File: config.mk
export PLATFORM = sky130hd
export DESIGN_NAME = frame_tx_scheduler
export DESIGN_NICKNAME = d
export VERILOG_FILES = /design/src/rtl/frame_tx_scheduler_pkg.sv /design/src/rtl/frame_period_timer.sv /design/src/rtl/frame_tx_scheduler.sv
export SDC_FILE = /design/constraint.sdc
export NUM_CORES = 1
export LEC_CHECK = 0
export CAP_MARGIN = 5
export CELL_PAD_IN_SITES_DETAIL_PLACEMENT = 1
export CELL_PAD_IN_SITES_GLOBAL_PLACEMENT = 1
export CORE_MARGIN = 2
export CORE_UTILIZATION = 37
export DETAILED_ROUTE_END_ITERATION = 16
export PLACE_DENSITY = 0.73
export SLEW_MARGIN = 0
export SYNTH_ARGS = -nofsm -noshare
export SYNTH_HDL_FRONTEND = slang
export SYNTH_SLANG_ARGS = --single-unit
File: constraint.sdc
create_clock -name clk -period 1.85 [get_ports clk]
set_input_delay 0.185 -clock clk [delete_from_list [all_inputs] [get_ports clk]]
set_output_delay 0.185 -clock clk [all_outputs]
set_load 0.01 [all_outputs]
File: src/rtl/frame_tx_scheduler_pkg.sv
// Link byte codes, scheduler states and the frequency clamp shared by the
// frame scheduler and its bench.
package frame_tx_scheduler_pkg;

    localparam logic [7:0] HDR_BYTE = 8'hFF;
    localparam logic [7:0] SW_ON    = 8'd1;
    localparam logic [7:0] SW_OFF   = 8'd2;
    localparam logic [7:0] FREQ_MIN = 8'd20;
    localparam logic [7:0] FREQ_MAX = 8'd254;

    typedef enum logic [2:0] {
        IDLE = 3'd0,
        HDR  = 3'd1,
        SW   = 3'd2,
        FREQ = 3'd3,
        DONE = 3'd4
    } state_t;

    // Keeps a frequency byte out of the switch-code and header ranges.
    function automatic logic [7:0] clamp_freq(input logic [7:0] f);
        if (f < FREQ_MIN) begin
            return FREQ_MIN;
        end else if (f > FREQ_MAX) begin
            return FREQ_MAX;
        end else begin
            return f;
        end
    endfunction

endpackage

File: src/rtl/frame_period_timer.sv
// Free-running frame period counter; tick is high during the terminal count
// cycle and the counter is parked at zero whenever enable is low.
module frame_period_timer #(
    parameter int FRAME_PERIOD = 50000000,
    parameter int CNT_W        = 26
) (
    input  logic clk,
    input  logic reset,
    input  logic enable,
    output logic tick
);

    localparam logic [CNT_W-1:0] LAST = CNT_W'(FRAME_PERIOD - 1);

    logic [CNT_W-1:0] cnt;

    always_ff @(posedge clk) begin
        if (!reset || !enable) begin
            cnt <= '0;
        end else if (cnt == LAST) begin
            cnt <= '0;
        end else begin
            cnt <= cnt + 1'b1;
        end
    end

    assign tick = enable && (cnt == LAST);

endmodule

File: src/rtl/frame_tx_scheduler.sv
// Emits one status frame (header, per-switch ON/OFF codes, clamped frequency)
// to the UART TX byte interface per periodic or forced trigger.
module frame_tx_scheduler
    import frame_tx_scheduler_pkg::*;
#(
    parameter int NUM_SW       = 4,
    parameter int FRAME_PERIOD = 50000000,
    parameter int CNT_W        = 26
) (
    input  logic              clk,
    input  logic              reset,
    input  logic              enable,
    input  logic              force_send,
    input  logic [NUM_SW-1:0] sw_state,
    input  logic [7:0]        freq_data,
    output logic [7:0]        tx_data,
    output logic              tx_valid,
    input  logic              tx_ready,
    output logic              busy,
    output logic              frame_done,
    output logic              overrun,
    output logic [7:0]        frame_cnt,
    output state_t            state_dbg
);

    localparam int IDX_W = (NUM_SW > 1) ? $clog2(NUM_SW) : 1;
    localparam logic [IDX_W-1:0] LAST_IDX = IDX_W'(NUM_SW - 1);

    state_t            state;
    state_t            state_next;
    logic [IDX_W-1:0]  sw_idx;
    logic [IDX_W-1:0]  sw_idx_next;
    logic [NUM_SW-1:0] snap_sw;
    logic [7:0]        snap_freq;
    logic              pending;
    logic              tick;
    logic              trigger;
    logic              accept;
    logic              start;
    logic [7:0]        tx_data_next;
    logic              tx_valid_next;

    frame_period_timer #(
        .FRAME_PERIOD (FRAME_PERIOD),
        .CNT_W        (CNT_W)
    ) u_timer (
        .clk    (clk),
        .reset  (reset),
        .enable (enable),
        .tick   (tick)
    );

    // Handshake: a byte moves on every cycle with tx_valid & tx_ready; while
    // tx_valid is high and tx_ready low, tx_data and tx_valid hold unchanged.
    assign trigger = tick | force_send;
    assign accept  = tx_valid & tx_ready;
    assign start   = (state_next == HDR) && ((state == IDLE) || (state == DONE));

    always_ff @(posedge clk) begin
        if (!reset) begin
            state  <= IDLE;
            sw_idx <= '0;
        end else begin
            state  <= state_next;
            sw_idx <= sw_idx_next;
        end
    end

    always_comb begin
        state_next  = state;
        sw_idx_next = sw_idx;
        case (state)
            IDLE: if (trigger) state_next = HDR;
            HDR: begin
                if (accept) begin
                    state_next  = SW;
                    sw_idx_next = '0;
                end
            end
            SW: begin
                if (accept) begin
                    if (sw_idx == LAST_IDX) state_next = FREQ;
                    else                    sw_idx_next = sw_idx + 1'b1;
                end
            end
            FREQ: if (accept) state_next = DONE;
            // A trigger landing in DONE with nothing queued starts the next frame directly.
            DONE: state_next = (pending || trigger) ? HDR : IDLE;
            default: state_next = IDLE;
        endcase
    end

    always_comb begin
        busy          = (state != IDLE);
        frame_done    = (state == DONE);
        state_dbg     = state;
        tx_valid_next = 1'b0;
        tx_data_next  = 8'h00;
        case (state_next)
            HDR: begin
                tx_valid_next = 1'b1;
                tx_data_next  = HDR_BYTE;
            end
            SW: begin
                tx_valid_next = 1'b1;
                tx_data_next  = snap_sw[sw_idx_next] ? SW_ON : SW_OFF;
            end
            FREQ: begin
                tx_valid_next = 1'b1;
                tx_data_next  = clamp_freq(snap_freq);
            end
            default: begin
                tx_valid_next = 1'b0;
                tx_data_next  = 8'h00;
            end
        endcase
    end

    always_ff @(posedge clk) begin
        if (!reset) begin
            tx_valid  <= 1'b0;
            tx_data   <= 8'h00;
            snap_sw   <= '0;
            snap_freq <= 8'h00;
            pending   <= 1'b0;
            overrun   <= 1'b0;
            frame_cnt <= 8'h00;
        end else begin
            tx_valid <= tx_valid_next;
            tx_data  <= tx_data_next;
            if (start) begin
                snap_sw   <= sw_state;
                snap_freq <= freq_data;
            end
            if (state == DONE) frame_cnt <= frame_cnt + 1'b1;
            if (busy && trigger && pending) overrun <= 1'b1;
            if (!enable || state == DONE) begin
                pending <= 1'b0;
            end else if (busy && trigger) begin
                pending <= 1'b1;
            end
        end
    end

endmodule
Word-level counts from Yosys, hierarchy flattened
Cells that the tools add are included.

word-level totals
  bits in registers = 62
  bits of input ports = 17

operators by class
  add/sub/neg operators = 3
  magnitude comparators = 3
  equality and inequality tests = 9
  muxes and demuxes = 18
  bitwise logic cells = 3
  reductions and logical operators = 15

operators with widths
  cell                   number
  $add 26x1->26 const B  1
  $eq 26x26->1 const B   1
  $pmux 8 s3             1
  $mux 8                 2
  $mux 3                 5
  $pmux 3 s5             1
  $eq 3x2->1 const B     4
  $add 8x1->8 const B    1
  $gt 8x8->1 const B     1
  $lt 8x5->1 const B     1
  $mux 2                 4
  $eq 3x1->1 const B     2
  $logic_and 1x1->1      4
  $logic_or 1x1->1       4
  $pmux 2 s2             1
  $reduce_or 2->1        2
  $eq 3x3->1 const B     1
  $logic_not 3->1        1
  $lt 2x3->1 const B     1
  $mux 1                 3
  $reduce_bool 3->1      1
  $reduce_or 3->1        1
  $add 2x1->2 const B    1
  $bmux 1 s2             1
  other kinds (5)        6

Logic depth before layout (Yosys ltp)
Gate-level depths: netlist of run 1.

  depth in word-level cells = 9
  mapped depth = 8
  gate-level depth less buffers = 6

By module
Synthesis of run 1 repeated with hierarchy kept, for this count alone.

second synthesis, totals
  cells, all modules = 302
  area, all modules = 2736.4 µm²

by module, submodules not included
  module              times used  cells an instance  area each (µm²)
  frame_tx_scheduler  1           161                1482.7
  frame_period_timer  1           141                1253.7

Worst setup path before layout of run 1
Ideal clock, no wire load.

  kind = register -> register
  start = reg u_timer.cnt[2]
  end = reg snap_freq[2]
  library setup time = 0.116 ns
  arrival = 1.859 ns
  data required time = 1.734 ns
  slack = -0.125 ns
  cell stages (with the launch flop) = 9
  buffers on the path = 2
  clock period less this slack = 1.975 ns
  cell sequence = dfxtp_1 -> and4_1 -> buf_4 -> nand3_2 -> or4_4 -> a21boi_4 -> buf_8 -> mux2i_1 -> nor2b_1

between the ends
  longest elaborated chain between the ends = 8
  elaborated cells between the ends (all ways) = 9
  classes of those cells = 2 x eq/ne; 3 x mux; 1 x bitwise; 3 x reduce/logical

ends and longest elaborated chain
  what                      RTL line                   text
  start: declaration        frame_period_timer.sv:15   logic [CNT_W-1:0] cnt;
  start signal: assignment  frame_period_timer.sv:23   cnt <= cnt + 1'b1;
  $eq 26x26->1 (*)          frame_period_timer.sv:27   assign tick = enable && (cnt == LAST);
  $logic_and 1x1->1 (*)     frame_period_timer.sv:27
  $or 1x1->1 (*)            frame_tx_scheduler.sv:55   assign trigger = tick | force_send;
  $logic_or 1x1->1          frame_tx_scheduler.sv:88   DONE: state_next = (pending || trigger) ? HDR : IDLE;
  $mux 1                    frame_tx_scheduler.sv:88
  $pmux 3 s5 (*)            frame_tx_scheduler.sv:72   case (state)
  $eq 3x1->1 (*)            frame_tx_scheduler.sv:57   assign start = (state_next == HDR) && ((state == IDLE) || (state == DONE));
  $logic_and 1x1->1 (*)     frame_tx_scheduler.sv:57
  end signal: assignment    frame_tx_scheduler.sv:133  snap_freq <= freq_data;
  end: declaration          frame_tx_scheduler.sv:34   logic [7:0] snap_freq;

Mark *: on every way between the ends. The rest lies on a longest branch, timed or not.
A chain may end at the register's enable or synchronous reset.

Worst setup path in the final report of run 1
  start = reg u_timer.cnt[24]
  end = reg snap_freq[1]

The elaborated chain is that of the path after synthesis.

==> impl_metrics.toml, run 1 <==
[finish]
num-nets-final = 419
final_cells = 504
final_area_um2 = 3930
area_growth_pct = 41.4
drive_above_1_share_pct = 22.5
antenna_cells = 0

[routing]
num_vias = 2460
dr.max_layer_used = "met4"
routed_wl_um = 7100
met1_length_um = 3340
wire_per_inst_um = 14.1
wl_met3_um = 219
drc = 0
vias_per_cell = 4.88
firstDrtPassIters = 4
route.met2.wl_um = 3450
drtAntennaViolNets = 0
drt-initial-drc-count = 65

[worst_setup_path]
cp.arrival_ps = 2250
critPathRequiredTime_ps = 2090
cp.depth = 7
worstPathMaxFanout = 12
r2r.worst_path.cells = 7
startpoint_type = "register"
critPathTopFamily = "simple AND/OR/NAND/NOR gates"
critPathSlowestCell = "or4_4"
slowest_delay_ps = 570
crit_buf_inv = 1
end_kind = "register"
crit_type = "reg2reg"
crit_chain = "and4bb_1 > nand4_1 > or4_4 > a21boi_4 > buf_12 > mux2i_1 > nor2b_1"

[synthesis]
synth_commonest_cells = "dfxtp_1, nor2_1, nand2_1, xor2_1, mux2i_1"
syn-instance-count = 307
yosysWarnings = 0
async_flop_share_pct = 0
synth_area_leaders = "dfxtp_1, xor2_1, nor2_1"
syn-cell-area_um2 = 2780
yosysTopAreaCell = "dfxtp_1"
yosys.area.top_type_share_pct = 44.7
ys_seq_area_share_pct = 44.7
yosysMostFrequentCell = "dfxtp_1"
ys_ff_latch = 62
synth_cell_types = 47
synthesis.nets = 326
synth_edf_count = 0
synth_area_per_cell_um2 = 9.04
synth_flop_cell = "dfxtp_1"

[timing]
max_slew.worst_pin.slew_ps = 413
max_freq_mhz = 500
tns_ps = -2190
hold_viol = 0
rsz0062_at_grt = "true"
setup_violations = 22
finClkSkew_ps = 13.1
layout_setup_ws_ps = -151
slew_viol_final = 0
slew_headroom_pct = 72.4
period_needed_ps = 2000
period_share_pct = 108

[place]
place_area_um2 = 3660
dp.cells = 485
place.gp.congestion = 0.773
pre_cts_ws_ps = -396
hpwl_um = 5240
portBuffers = 39

[pwr]
power_frac_comb_pct = 12.7
clkPwrFrac_pct = 39.8
internal_power_uw = 2220
p_sw_share_pct = 25.8
seqPwrFrac_pct = 47.5
switchingPower_uw = 772
ir_worst_vdd_v = 0.000454
p_leak_uw = 0.00158
power_density_nw_per_um2 = 762
totalPowerFinal_uw = 2990

[clock_tree]
cts_made_buffers = 9
cts_hold_buf = 0
clock_path_buffers = 2
cts_tree = "done"
clkLatencyLatePin_ps = 350
cts_max_level = 3
cts_root_buf = "clkbuf_8"
path_clk_slew_ps = 80
clock-sinks = 62

[grt]
antenna_found_initial = 0
grt_use_total_pct = 18.2
grt_start_max_net_pins = 27
grt_pass1_wl_um = 11900
first_global_vias = 2523
grt-ovfl-total = 0

[worst_hold_path]
min_path_cells = 1
worst_hold_path_type = "reg2reg"

[die]
design.core.area_um2 = 7250
rows = 31
start_util_pct = 38.3
die-area_um2 = 8210
die_width_um = 90.6
fp.dieH_um = 90.6
io_pins = 40

[job]
maxCapViolations = 0

[outcome]
violations = "setup timing"
status = "complete, but fails checks"
## sequential cells by signal, indices dropped and copies added, names as in the netlist
signal,flops
tx_valid,1
u_timer.cnt,26
frame_cnt,8
state_dbg,3
sw_idx,2
overrun,1
snap_sw,4
pending,1
snap_freq,8
tx_data,8
## cell usage in the layout, fill, tap and decap left out, types with 3 or more instances in the layout
master | synthesis | layout
a21oi_1 | 9 | 9
mux2i_1 | 15 | 15
nand3_1 | 12 | 11
inv_1 | 7 | 7
and2_1 | 11 | 11
clkdlybuf4s50_1 | 0 | 37
nor3_1 | 8 | 7
xnor2_1 | 12 | 12
clkinvlp_4 | 0 | 3
nor2_1 | 46 | 46
dfxtp_1 | 62 | 54
buf_4 | 1 | 52
nand4_1 | 10 | 10
and3_1 | 3 | 3
nand2_1 | 21 | 20
dfxtp_2 | 0 | 8
nor3b_1 | 4 | 3
xor2_1 | 20 | 20
nor2b_1 | 12 | 12
a21o_1 | 4 | 4
clkbuf_8 | 0 | 9
o21ai_0 | 4 | 4
and4_1 | 5 | 5
## routing by layer
layer	track usage [%]	up-vias
met3	4.59	9
li1	-	1240
met5	0	-
met1	22.3	1176
met2	31.0	35
met4	6.54	0
## stage by stage
step	hold slack, ps	util, %
floorplan	331	-
global placement	424	50.4
detailed placement	433	50.4
CTS	439	53.3
global route	457	54.1
finish	440	54.1
## cell type report
type	instances	area, um^2
tap	99	124
clock buffer	9	124
clock inverter	7	75.1
fill	872	3330
sequential	62	1250
inverter	8	30.0
timing repair buffer	93	818
multi-input combinational	226	1500
## worst reg2reg max path, stage by stage (launching register included)
cell	delay (ps)
dfxtp_2	320
and4bb_1	290
nand4_1	110
or4_4	570
a21boi_4	170
buf_12	170
mux2i_1	210
nor2b_1	60
## what timing repair did
action	in CTS	in global routing
setup endpoints to repair	23	26
resized for setup	5	9
pin swaps	0	3
buffers inserted	1	2
## cell families (layout without fill, tap and decap cells)
group	Yosys count	count (layout)	synth area share (%)
AO/OA/AOI/OAI	29	29	7.26
flip-flops	62	62	44.7
AND/OR/NAND/NOR	148	148	28.4
adder cells (fa/ha/maj)	2	2	0.901
buffers and inverters	19	117	3.20
XOR/XNOR	32	32	10.1
multiplexers	15	15	5.41
## path summary, 6_finish.rpt
kind                                   start                   endpoint  slack (ps)
setup reg to reg  u_timer.cnt[24]$_SDFF_PP0_  snap_freq[1]$_SDFFE_PN0P_        -150
hold / removal     u_timer.cnt[0]$_SDFF_PP0_  u_timer.cnt[0]$_SDFF_PP0_         440
setup / recovery  u_timer.cnt[24]$_SDFF_PP0_  snap_freq[1]$_SDFFE_PN0P_        -150
hold reg to reg    u_timer.cnt[0]$_SDFF_PP0_  u_timer.cnt[0]$_SDFF_PP0_         440
## power by group through the flow
| stage | clock, uW | combinational, uW | sequential (uW) |
|---|---|---|---|
| 2_1_floorplan | 0 | 175 | 1450 |
| 4_1_cts | 1220 | 373 | 1420 |
| 6_report | 1190 | 379 | 1420 |
| 5_1_grt | 1290 | 411 | 1430 |
| 3_3_place_gp | 0 | 360 | 1450 |
| 3_5_place_dp | 0 | 371 | 1450 |
No activity file was read; power rests on OpenSTA's default activity.
==> run 2, diff against run 1 <==
Settings changed: CORE_UTILIZATION 37 to 51, DONT_BUFFER_PORTS set to 1, PLACE_DENSITY 0.73 to 0.81.
Clock period 1.85 ns to 2.4 ns, I/O delays scaled along.
==> impl_metrics.toml, run 2 (synthesized netlist as in run 1, its figures left out) <==
[outcome]
status = "completed"

[place]
place_area_um2 = 2900
portBuffers = 0
place.gp.congestion = 0.737
hpwl_um = 4620

[worst_hold_path]
min_from = "reset"
hold_end = "overrun$_SDFFE_PN0P_"
min_path_cells = 1
worst_hold_path_type = "in2reg"

[worst_setup_path]
r2r-end = "snap_freq[1]$_SDFFE_PN0P_"
end_kind = "register"
r2r-start = "u_timer.cnt[2]$_SDFF_PP0_"
critPathRequiredTime_ps = 2630
crit_chain = "and4_1 > nand3_2 > or4_4 > a21boi_4 > buf_12 > mux2i_1 > nor2b_1"
cp.arrival_ps = 2380
r2r.worst_path.cells = 7
startpoint_type = "register"
slowest_delay_ps = 530
worstPathMaxFanout = 12
crit_type = "reg2reg"
critPathSlowestCell = "or4_4"
ff2ff_setup_slack_ps = 240

[grt]
grt_start_max_net_pins = 24
grt-ovfl-total = 0
antenna_found_initial = 0
grt_pass1_wl_um = 10600
first_global_vias = 2249
grt_use_total_pct = 22.5

[die]
rows = 26
start_util_pct = 53.7
fp.dieH_um = 77.8
io_pins = 40
die-area_um2 = 6050
die_width_um = 77.8
design.core.area_um2 = 5170

[pwr]
power_density_nw_per_um2 = 687
totalPowerFinal_uw = 2110
ir_worst_vdd_v = 0.000414
p_leak_uw = 0.00118

[timing]
max_slew.worst_pin.slew_ps = 767
slew_headroom_pct = 48.4
tns_ps = 0
whs_ps = 20.2
rsz0062_at_grt = "false"
slew_viol_final = 0
hold_viol = 0
period_share_pct = 89.9
max_freq_mhz = 463
setup_violations = 0
period_needed_ps = 2160
finClkSkew_ps = 5.18

[clock_tree]
cts_hold_buf = 0
ctsResizeCount = 0
postCtsSetupBuffers = 0
clock_path_buffers = 2
cts_root_buf = "clkbuf_8"
cts_made_buffers = 9
cts_max_level = 3
path_clk_slew_ps = 70
cts_tree = "done"
clkLatencyLatePin_ps = 340
clock-sinks = 62

[finish]
final_common_cell = "dfxtp_1"
regMostFlops = "u_timer.cnt"
largest_reg_flops = 26
regArea_um2 = 1240
drive_above_1_share_pct = 8.41
fill_cells = 618
num-nets-final = 337
area_growth_pct = 10.7
mostFrequentLayoutCells = "dfxtp_1, nor2_1, nand2_1, xor2_1, mux2i_1"
multi_input_area_um2 = 1450
antenna_cells = 0
final_area_um2 = 3070
final_util_pct = 59.4

[routing]
drc = 0
wire_per_inst_um = 16.3
vias_per_cell = 5.56
drt-initial-drc-count = 71
drtAntennaViolNets = 0
num_vias = 2174
firstDrtPassIters = 4
routed_wl_um = 6390

[job]
maxCapViolations = 0
## run 2: cell types whose count changed in the layout (fill, tap and decap cells not counted), moves of 3 or more
cell / change
dfxtp_2: -8
clkdlybuf4s50_1: -37
clkbuf_8: +3
buf_4: -42
dfxtp_1: +8
clkinvlp_4: -3
## run 2: report_power, final
part	internal, uW	switching, uW	total [uW]	leakage [uW]
logic	80.9	92.5	173	0.000583
registers	1070	36.9	1110	0.000505
clock network	447	386	833	0.0000914
total	1600	516	2110	0.00118
## run 2: how the worst max path moves through the flow
| stage | startpoint | to | slack [ps] | depth (start not counted) |
|---|---|---|---|---|
| 6_report | u_timer.cnt[2]$_SDFF_PP0_ | snap_freq[1]$_SDFFE_PN0P_ | 240 | 7 |
| 5_1_grt | u_timer.cnt[2]$_SDFF_PP0_ | u_timer.cnt[25]$_SDFF_PP0_ | 90 | 6 |
| 4_1_cts | u_timer.cnt[2]$_SDFF_PP0_ | snap_sw[0]$_SDFFE_PN0P_ | 250 | 7 |
| 3_5_place_dp | u_timer.cnt[2]$_SDFF_PP0_ | snap_freq[1]$_SDFFE_PN0P_ | 260 | 7 |
| 3_3_place_gp | u_timer.cnt[2]$_SDFF_PP0_ | tx_data[3]$_SDFF_PN0_ | 330 | 6 |
| 2_1_floorplan | u_timer.cnt[2]$_SDFF_PP0_ | snap_freq[2]$_SDFFE_PN0P_ | 420 | 8 |
## run 2: through the flow
stage,worst slack (ps),cells
3_5_place_dp,264,377
2_1_floorplan,425,307
6_report,242,391
5_1_grt,91.0,391
4_1_cts,249,391
3_3_place_gp,325,377
## run 2: critical path, delay by kind of cell, from the launching register on
kind                   cells  cell delay, ps
buffers and inverters      1             170
AOI/OAI and AO/OA          1             190
DFF                        1             410
muxes                      1             230
and+or+nand+nor            4            1040
## run 2: metal layers
layer | vias up | part of all wire [%] | global-route usage (%)
met5 | - | 0 | 0
met4 | 0 | 1.3 | 9.29
met3 | 9 | 4.4 | 7.79
met2 | 42 | 49 | 37.6
met1 | 1054 | 45 | 26.3
li1 | 1069 | - | -
## run 2: cell type report
cell class / instances / share of cell area (%)
repair buffers: 11 / 3.09
multi-input cells: 226 / 47.0
clock inverters: 1 / 0.163
clock buffers: 13 / 5.49
well taps: 70 / 2.85
inverters: 8 / 0.977
flip-flops and latches: 62 / 40.4
==> run 3, diff against run 2 <==
Settings changed: CORE_UTILIZATION 51 to 44, DONT_BUFFER_PORTS 1 to not set, PLACE_DENSITY 0.81 to 0.82.
==> impl_metrics.toml, run 3 (synthesized netlist as in run 1, its figures left out) <==
[routing]
wl_met3_um = 214
wire_per_inst_um = 15.1
route.met2.wl_um = 3250
drt-initial-drc-count = 83
num_vias = 2317
drc = 0
met1_length_um = 2940
vias_per_cell = 5.38
dr.max_layer_used = "met4"
firstDrtPassIters = 4
drtAntennaViolNets = 0
routed_wl_um = 6530

[finish]
final_area_um2 = 3450
final_cells = 431
regMostFlops = "u_timer.cnt"
drive_above_1_share_pct = 6.46
final_util_pct = 57.3
num-nets-final = 370
area_growth_pct = 24.3
final_common_cell = "dfxtp_1"
fill_cells = 691
antenna_cells = 0
largest_reg_flops = 26
mostFrequentLayoutCells = "dfxtp_1, nor2_1, clkdlybuf4s50_1, nand2_1, xor2_1"

[clock_tree]
postCtsSetupBuffers = 0
path_clk_slew_ps = 70
cts_max_level = 3
cts_made_buffers = 9
clock-sinks = 62
cts_tree = "done"
clock_path_buffers = 2
cts_hold_buf = 0
cts_root_buf = "clkbuf_8"
ctsResizeCount = 0
clkLatencyLatePin_ps = 340

[timing]
period_share_pct = 92.2
tns_ps = 0
hold_viol = 0
period_needed_ps = 2210
finClkSkew_ps = 8.43
setup_violations = 0
slew_headroom_pct = 64.1
max_slew.worst_pin.slew_ps = 534
rsz0062_at_grt = "false"
max_freq_mhz = 452
slew_viol_final = 0

[die]
design.core.area_um2 = 6030
start_util_pct = 46.1
io_pins = 40
die-area_um2 = 6960
fp.dieH_um = 83.4
die_width_um = 83.4
rows = 28

[worst_setup_path]
crit_chain = "nor3b_1 > nand4_1 > or4_4 > a21oi_1 > nand2_1 > nor2_1"
critPathRequiredTime_ps = 2670
critPathSlowestCell = "or4_4"
startpoint_type = "register"
worstPathMaxFanout = 7
crit_type = "reg2reg"
end_kind = "register"
cp.arrival_ps = 2490
slowest_delay_ps = 570

[grt]
grt-ovfl-total = 0
grt_pass1_wl_um = 11500
grt_start_max_net_pins = 27
grt_use_total_pct = 20.2
first_global_vias = 2452
antenna_found_initial = 0

[pwr]
ir_worst_vdd_v = 0.000437
p_leak_uw = 0.00131
power_density_nw_per_um2 = 661
totalPowerFinal_uw = 2280

[place]
dp.cells = 415
hpwl_um = 4620
place.gp.congestion = 0.848
portBuffers = 39
place_area_um2 = 3250

[outcome]
status = "completed"

[job]
maxCapViolations = 0

[worst_hold_path]
worst_hold_path_type = "reg2reg"
==> run 3: report_power, final <==
| group | switching [uW] | internal (uW) | total, uW |
|---|---|---|---|
| Combinational | 112 | 132 | 243 |
| Sequential | 33.0 | 1070 | 1100 |
| Clock | 406 | 531 | 938 |
==> run 3: worst paths after layout <==
| check | start | endpoint | slack [ps] | depth (start not counted) |
|---|---|---|---|---|
| max reg2reg | u_timer.cnt[12]$_SDFF_PP0_ | tx_data[4]$_SDFF_PN0_ | 190 | 6 |
| max | u_timer.cnt[12]$_SDFF_PP0_ | tx_data[4]$_SDFF_PN0_ | 190 | 6 |
| min | u_timer.cnt[0]$_SDFF_PP0_ | u_timer.cnt[0]$_SDFF_PP0_ | 440 | 1 |
| min reg2reg | u_timer.cnt[0]$_SDFF_PP0_ | u_timer.cnt[0]$_SDFF_PP0_ | 440 | 1 |
==> run 3: metal layers <==
layer / GRT usage, % / vias to the layer above
li1: - / 1145
met1: 24.1 / 1122
met2: 35.0 / 37
met3: 5.07 / 13
met4: 7.62 / 0
met5: 0 / -
==> run 3: cell type report <==
cell class / count / area (um^2) / area share [%]
multi-input combinational: 226 / 1450 / 41.9
sequential: 62 / 1240 / 36.0
timing repair buffer: 44 / 440 / 12.8
clock buffer: 12 / 155 / 4.49
tap: 75 / 93.8 / 2.72
clock inverter: 4 / 45.0 / 1.30
inverter: 8 / 30.0 / 0.870
==> run 3: worst max-delay path: cells and delay by family, from the launching register on <==
family / cells / cell delay (ps)
flip-flops: 1 / 390
AO/OA/AOI/OAI: 1 / 310
AND/OR/NAND/NOR: 5 / 1440
==> run 3: metrics by stage <==
stage          worst slack (ps)  hold WS (ps)
6_report                    187           444
3_5_place_dp               54.4           437
2_1_floorplan               425           386
3_3_place_gp                123           423
5_1_grt                    59.0           467
4_1_cts                     167           449
